## config.mk

```make
export PLATFORM = sky130hd
export DESIGN_NAME = data_mem_unit_flat
export DESIGN_NICKNAME = d
export VERILOG_FILES = /design/src/rtl/data_mem_unit_if.sv /design/src/rtl/data_mem_unit.sv /design/src/flat_wrapper.sv
export SDC_FILE = /design/constraint.sdc
export NUM_CORES = 2
export LEC_CHECK = 0
export BUFFER_PORTS_ARGS = -buffer_cell sky130_fd_sc_hd__buf_2
export CORE_MARGIN = 4
export CORE_UTILIZATION = 45
export CTS_CLUSTER_DIAMETER = 100
export DETAILED_ROUTE_END_ITERATION = 7
export GPL_TIMING_DRIVEN = 0
export PLACE_DENSITY = 0.58
export SLEW_MARGIN = 20
export SYNTH_ARGS = -nofsm -noshare
export SYNTH_HDL_FRONTEND = slang
export SYNTH_SLANG_ARGS = --single-unit
```

## constraint.sdc

```tcl
create_clock -name clock -period 8.55 [get_ports clock]
set_input_delay 0.4275 -clock clock [delete_from_list [all_inputs] [get_ports clock]]
set_output_delay 0.4275 -clock clock [all_outputs]
set_load 0.005 [all_outputs]
```

## src/rtl/data_mem_unit_if.sv

```systemverilog
// Request/response bundle between the CPU and the data-memory stage.
interface data_mem_unit_if;
    logic        mem_read;
    logic        mem_write;
    logic [15:0] addr;
    logic [15:0] wdata;
    logic [15:0] rdata;
    logic        done;
    logic        stall;
    logic        misalign;

    modport master (
        output mem_read, mem_write, addr, wdata,
        input  rdata, done, stall, misalign
    );

    modport slave (
        input  mem_read, mem_write, addr, wdata,
        output rdata, done, stall, misalign
    );
endinterface

```

## src/rtl/data_mem_unit.sv

```systemverilog
// Data-memory stage for LW/SW with a fixed wait latency before the array access.
// Define DMEM_STORE_BUFFER_EN for a one-entry posted-store buffer.
module data_mem_unit #(
    parameter int DEPTH_LOG2 = 8,
    parameter int LATENCY    = 2
) (
    input  logic           clock,
    input  logic           reset,
    data_mem_unit_if.slave bus
);
    typedef enum logic [1:0] {S_IDLE, S_WAIT, S_DONE} state_t;
    localparam int DEPTH = 1 << DEPTH_LOG2;

    state_t                r_state;
    state_t                w_state_nx;
    logic [3:0]            r_cnt;
    logic [3:0]            w_cnt_nx;
    logic [15:0]           r_rdata_q;
    logic                  r_misalign;
    logic [15:0]           r_mem [DEPTH];

    logic                  w_req;
    logic                  w_wr;
    logic                  w_aligned;
    logic [DEPTH_LOG2-1:0] w_idx;
    logic                  w_mem_we;
    logic [DEPTH_LOG2-1:0] w_mem_idx;
    logic [15:0]           w_mem_data;
    logic                  w_rq_en;
    logic [15:0]           w_rq_val;
    logic                  w_mis_nx;
    logic                  w_sb_accept;
    logic                  w_unused;

    assign w_req     = bus.mem_read | bus.mem_write;
    assign w_wr      = bus.mem_write;
    assign w_aligned = ~bus.addr[0];
    assign w_idx     = bus.addr[DEPTH_LOG2:1];
    assign w_unused  = ^bus.addr[15:DEPTH_LOG2+1];

`ifdef DMEM_STORE_BUFFER_EN
    logic                  r_sb_valid;
    logic [DEPTH_LOG2-1:0] r_sb_idx;
    logic [15:0]           r_sb_data;
    logic [3:0]            r_sb_cnt;
`endif

    always_comb begin
        w_state_nx  = r_state;
        w_cnt_nx    = r_cnt;
        w_mem_we    = 1'b0;
        w_mem_idx   = w_idx;
        w_mem_data  = bus.wdata;
        w_rq_en     = 1'b0;
        w_rq_val    = 16'h0000;
        w_mis_nx    = r_misalign;
        w_sb_accept = 1'b0;
        unique case (r_state)
            S_IDLE: begin
                if (w_req) begin
                    if (!w_aligned) begin
                        w_state_nx = S_DONE;
                        w_mis_nx   = 1'b1;
                        w_rq_en    = 1'b1;
                    end
`ifdef DMEM_STORE_BUFFER_EN
                    else if (w_wr) begin
                        // Posted store completes now; a busy buffer holds it off
                        w_sb_accept = ~r_sb_valid & ~reset;
                    end else if (r_sb_valid) begin
                        if (r_sb_idx == w_idx) begin
                            w_state_nx = S_DONE;
                            w_mis_nx   = 1'b0;
                            w_rq_en    = 1'b1;
                            w_rq_val   = r_sb_data;
                        end
                    end
`endif
                    else begin
                        w_state_nx = S_WAIT;
                        w_cnt_nx   = 4'(LATENCY - 1);
                        w_mis_nx   = 1'b0;
                    end
                end
            end
            S_WAIT: begin
                if (r_cnt != 4'd0) begin
                    w_cnt_nx = r_cnt - 4'd1;
                end else begin
                    w_state_nx = S_DONE;
                    w_rq_en    = 1'b1;
                    if (w_wr) w_mem_we = 1'b1;
                    else      w_rq_val = r_mem[w_idx];
                end
            end
            S_DONE:  w_state_nx = S_IDLE;
            default: w_state_nx = S_IDLE;
        endcase
`ifdef DMEM_STORE_BUFFER_EN
        // The FSM never writes while the buffer holds data, so one port suffices
        if (r_sb_valid && r_sb_cnt == 4'd0) begin
            w_mem_we   = 1'b1;
            w_mem_idx  = r_sb_idx;
            w_mem_data = r_sb_data;
        end
`endif
        if (reset) w_mem_we = 1'b0;
    end

    always_ff @(posedge clock or posedge reset) begin
        if (reset) begin
            r_state    <= S_IDLE;
            r_cnt      <= 4'd0;
            r_rdata_q  <= 16'h0000;
            r_misalign <= 1'b0;
        end else begin
            r_state    <= w_state_nx;
            r_cnt      <= w_cnt_nx;
            r_misalign <= w_mis_nx;
            if (w_rq_en) r_rdata_q <= w_rq_val;
        end
    end

    always_ff @(posedge clock) begin
        if (w_mem_we) r_mem[w_mem_idx] <= w_mem_data;
    end

`ifdef DMEM_STORE_BUFFER_EN
    always_ff @(posedge clock or posedge reset) begin
        if (reset) begin
            r_sb_valid <= 1'b0;
            r_sb_idx   <= '0;
            r_sb_data  <= 16'h0000;
            r_sb_cnt   <= 4'd0;
        end else if (w_sb_accept) begin
            r_sb_valid <= 1'b1;
            r_sb_idx   <= w_idx;
            r_sb_data  <= bus.wdata;
            r_sb_cnt   <= 4'(LATENCY);
        end else if (r_sb_valid) begin
            if (r_sb_cnt == 4'd0) r_sb_valid <= 1'b0;
            else                  r_sb_cnt   <= r_sb_cnt - 4'd1;
        end
    end
`endif

    assign bus.done     = (r_state == S_DONE) | w_sb_accept;
    assign bus.stall    = w_req & (r_state != S_DONE) & ~w_sb_accept;
    assign bus.rdata    = (r_state == S_DONE) ? r_rdata_q : 16'h0000;
    assign bus.misalign = (r_state == S_DONE) & r_misalign;
endmodule
```

## src/flat_wrapper.sv

```systemverilog
// flat-port wrapper written by rule: the top's interface ports become plain ports
module data_mem_unit_flat 
#(
    parameter int DEPTH_LOG2 = 8,
    parameter int LATENCY    = 2
)
  (clock, reset, bus_mem_read, bus_mem_write, bus_addr, bus_wdata, bus_rdata, bus_done, bus_stall, bus_misalign);
  data_mem_unit_if bus_i ();
  input  logic clock;
  input  logic reset;
  input wire logic [$bits(bus_i.mem_read)-1:0] bus_mem_read;
  input wire logic [$bits(bus_i.mem_write)-1:0] bus_mem_write;
  input wire logic [$bits(bus_i.addr)-1:0] bus_addr;
  input wire logic [$bits(bus_i.wdata)-1:0] bus_wdata;
  output wire logic [$bits(bus_i.rdata)-1:0] bus_rdata;
  output wire logic [$bits(bus_i.done)-1:0] bus_done;
  output wire logic [$bits(bus_i.stall)-1:0] bus_stall;
  output wire logic [$bits(bus_i.misalign)-1:0] bus_misalign;
  assign bus_i.mem_read = bus_mem_read;
  assign bus_i.mem_write = bus_mem_write;
  assign bus_i.addr = bus_addr;
  assign bus_i.wdata = bus_wdata;
  assign bus_rdata = bus_i.rdata;
  assign bus_done = bus_i.done;
  assign bus_stall = bus_i.stall;
  assign bus_misalign = bus_i.misalign;
  data_mem_unit #(.DEPTH_LOG2(DEPTH_LOG2), .LATENCY(LATENCY)) u_core (.clock(clock), .reset(reset), .bus(bus_i));
endmodule
```

==> run summary <==
* Yosys top cell area share: 78.0%
* die area: 360000 µm²
* clock net sink count: 4119
* remaining global-route overflow: 0
* cell count after synthesis: 7368
* mean post-synth cell area: 21.4 µm²
* mean routed wirelength per cell: 36.1 µm
* Yosys warning total: 0
* Placer Congestion: 0.921
* worst slack at placement: 2.19 ns
* effective utilization at floorplan: 45.1%
* Setup violations, final: 0
* cell types with the largest area share after synthesis: edfxtp_1, mux4_2, mux2i_1
* fin nets: 8141
* Final Power: 0.0421 W
* Post-CTS Setup Bufs: 0
* worst-case hold slack: 0.119 ns
* final period demand of the worst path: 5.53 ns
* Clk network pwr share: 41.8%
* detailed router's first-iteration violation count: 11478
* pin count of the biggest net entering global routing: 124
* iteration count of the initial detailed-routing pass: 6
* DRC violations left: 0
* share of synthesized area occupied by flip-flops and latches: 78.4%
* most used standard cell by instance count after synthesis: edfxtp_1
* wire length of the first global-routing pass: 648000 µm
* number of flops mapped to enable cells by yosys: 4096
* most frequent cells after synthesis: edfxtp_1, mux4_2, mux2i_1
* proportion of total power due to net switching: 22.0%
* Non-Filler Cell Area, Final: 182000 µm²
* number of nets still failing antenna checks after routing: 0
* DP Wirelength: 327000 µm
* Chip Width: 600 µm
* area after detailed placement: 169000 µm²
* root buffer cell: clkbuf_16
* CP Class: input pin to register
* die boundary height: 600 µm
* count of pins on the block boundary: 55
* H-tree Lvls: 5
* type of destination of the critical path: register
* post-synthesis net count: 7405
* final critical-path setup slack: 3.02 ns
* synthesis-stage register bit count: 4119
* most common flop cell mapped by yosys: edfxtp_1
* maximum clock rate: 181 MHz
* CTS tree: built
* detailed-route wire length: 471000 µm
* maximum fanout encountered on the critical timing path: 16
* R2R setup slack: 3.12 ns
* Layout Skew: 0.0393 ns
* category of the worst setup path launch point: input pin
* via count: 81185
* max_slew headroom: 10.0%
* unrepaired setup endpoints after global routing: false
* Switching Power: 0.00926 W
* number of hold violations in the final report: 0
* global-route usage over all layers: 26.0%
* insertion delay to the later sink of the worst-skew pair: 0.97 ns
* number of CTS-inserted buffers: 415
* via density per instance: 6.22
* Max Slew Vio Count: 0
* result of the run: complete, no violations
* fraction of layout instances using a drive strength above 1: 26.1%
* Post-CTS Resized: 0
* I/O Buffers: 43
* Syn-to-layout area delta: 15.4%
* Seq pwr share: 52.8%
* TNS Setup: 0 ns
* row count: 217
* cell taking the most area after synthesis: edfxtp_1
* via count of the first global-routing pass: 80436
* synthesized area: 158000 µm²
* Worst EP required: 9.12 ns
* count of maximum capacitance violations: 0
* clock slew at reported path FFs: 0.06 ns
* worst supply voltage drop on vdd: 0.000171 V
* power per cell area: 232 nW/µm²
* Arr. time, crit path: 6.10 ns
* Gate power share: 5.4%
* ys async rst share: 0.558%
* number of distinct library cells after synthesis: 53
* initial antenna violation count: 45
* buffer depth of the longest clock path: 4
* Lkg Pwr: 57.6 nW
* period utilization: 64.7%
* Internal: 0.0329 W
* Core Area: 349000 µm²
* transition time of the tightest slew-check pin: 1.34 ns
* worst hold path type: input pin to async pin
[placed cells by master (no fill, tap or decap), types with 20 or more instances in the layout]
cell	count
dlygate4sd3_1	20
buf_2	193
o21ai_0	38
nor2_4	48
clkbuf_16	421
edfxtp_1	4096
nand4_1	33
nor4_1	29
dfrtp_1	23
bufinv_16	31
a22o_1	34
and2_1	23
o22ai_1	124
nand3_1	64
a21oi_1	52
clkinv_2	71
buf_8	62
clkbuf_1	237
buf_6	168
clkinv_1	105
buf_1	30
nor3_1	32
buf_4	44
a22oi_1	251
mux4_2	786
a221oi_1	80
nor2_2	209
nor2_1	39
mux2i_1	552
buf_16	44
nand2_1	195
clkbuf_2	26
a41oi_1	21
diode_2	22
[metal layers]
layer	global-route usage [%]	share of wire [%]	up-vias
met5	0	0.0057	-
li1	-	-	32567
met1	36.2	39	43578
met3	6.83	10	769
met2	39.5	46	4267
met4	10.2	4.4	4
[metrics by stage]
| step | cells | utilization (%) |
|---|---|---|
| after floorplan | 7368 | - |
| after global placement | 12010 | 46.8 |
| after detailed placement | 12265 | 48.3 |
| after CTS | 13028 | 52.1 |
| after global routing | 13033 | 52.1 |
| final | 13051 | 52.1 |
[worst max-delay path, stage by stage]
cell and delay (ns):
buf_2 0.24, buf_2 0.44, buf_2 0.70, buf_2 0.58
nor2b_1 0.52, clkbuf_1 0.56, nand2_1 0.90, clkbuf_2 0.60
buf_16 0.30, nor2_2 0.71
[power groups by stage]
stage | combinational [W] | sequential [W] | clock [W]
floorplan | 0.00102 | 0.0227 | 0
global placement | 0.00212 | 0.0228 | 0
detailed placement | 0.00224 | 0.0227 | 0
CTS | 0.00226 | 0.0223 | 0.0178
global route | 0.00236 | 0.0222 | 0.0187
finish | 0.00228 | 0.0223 | 0.0176
[repair_timing]
action / CTS / global route
hold buffers: 20 / 0
endpoints found under the setup margin: 0 / 0
endpoints found under the hold margin: 851 / 0
[worst paths after layout]
path	start	cells past startpoint	to
setup / recovery	bus_addr[4]	10	u_core.r_mem[73][3]$_DFFE_PP_
hold / removal	reset	3	u_core.r_cnt[0]$_DFFE_PP0P_
setup reg to reg	u_core.r_cnt[0]$_DFFE_PP0P_	9	u_core.r_mem[232][7]$_DFFE_PP_
hold reg to reg	u_core.r_cnt[0]$_DFFE_PP0P_	1	u_core.r_cnt[0]$_DFFE_PP0P_
max in group asynchronous	reset	3	u_core.r_rdata_q[10]$_DFFE_PP0P_
min in group clock	bus_addr[5]	5	u_core.r_rdata_q[1]$_DFFE_PP0P_
[final cells by class]
type,count,area [µm²]
clock buffers,502,10900
multi-input cells,2805,32900
fillers,27315,167000
inverters,6,22.5
flip-flops and latches,4119,124000
well taps,4599,5750
plain buffers,438,2140
diodes,22,55.1
repair buffers,319,4430
clock inverters,241,2100
[cells by family after synthesis]
kind of cell / share of synthesized area (%)
compound gates: 3.22
flops: 78.4
xor+xnor: 0.0111
simple gates: 2.15
mux: 14.9
fa+ha+maj: 0.00794
buf+inv: 1.35
[state kept, by name, indices dropped and copies added (netlist names)]
signal and cells:
u_core.r_misalign 1, u_core.r_cnt 4, u_core.r_mem 4096, u_core.r_state 2, u_core.r_rdata_q 16
(Power assumes the default switching activity.)
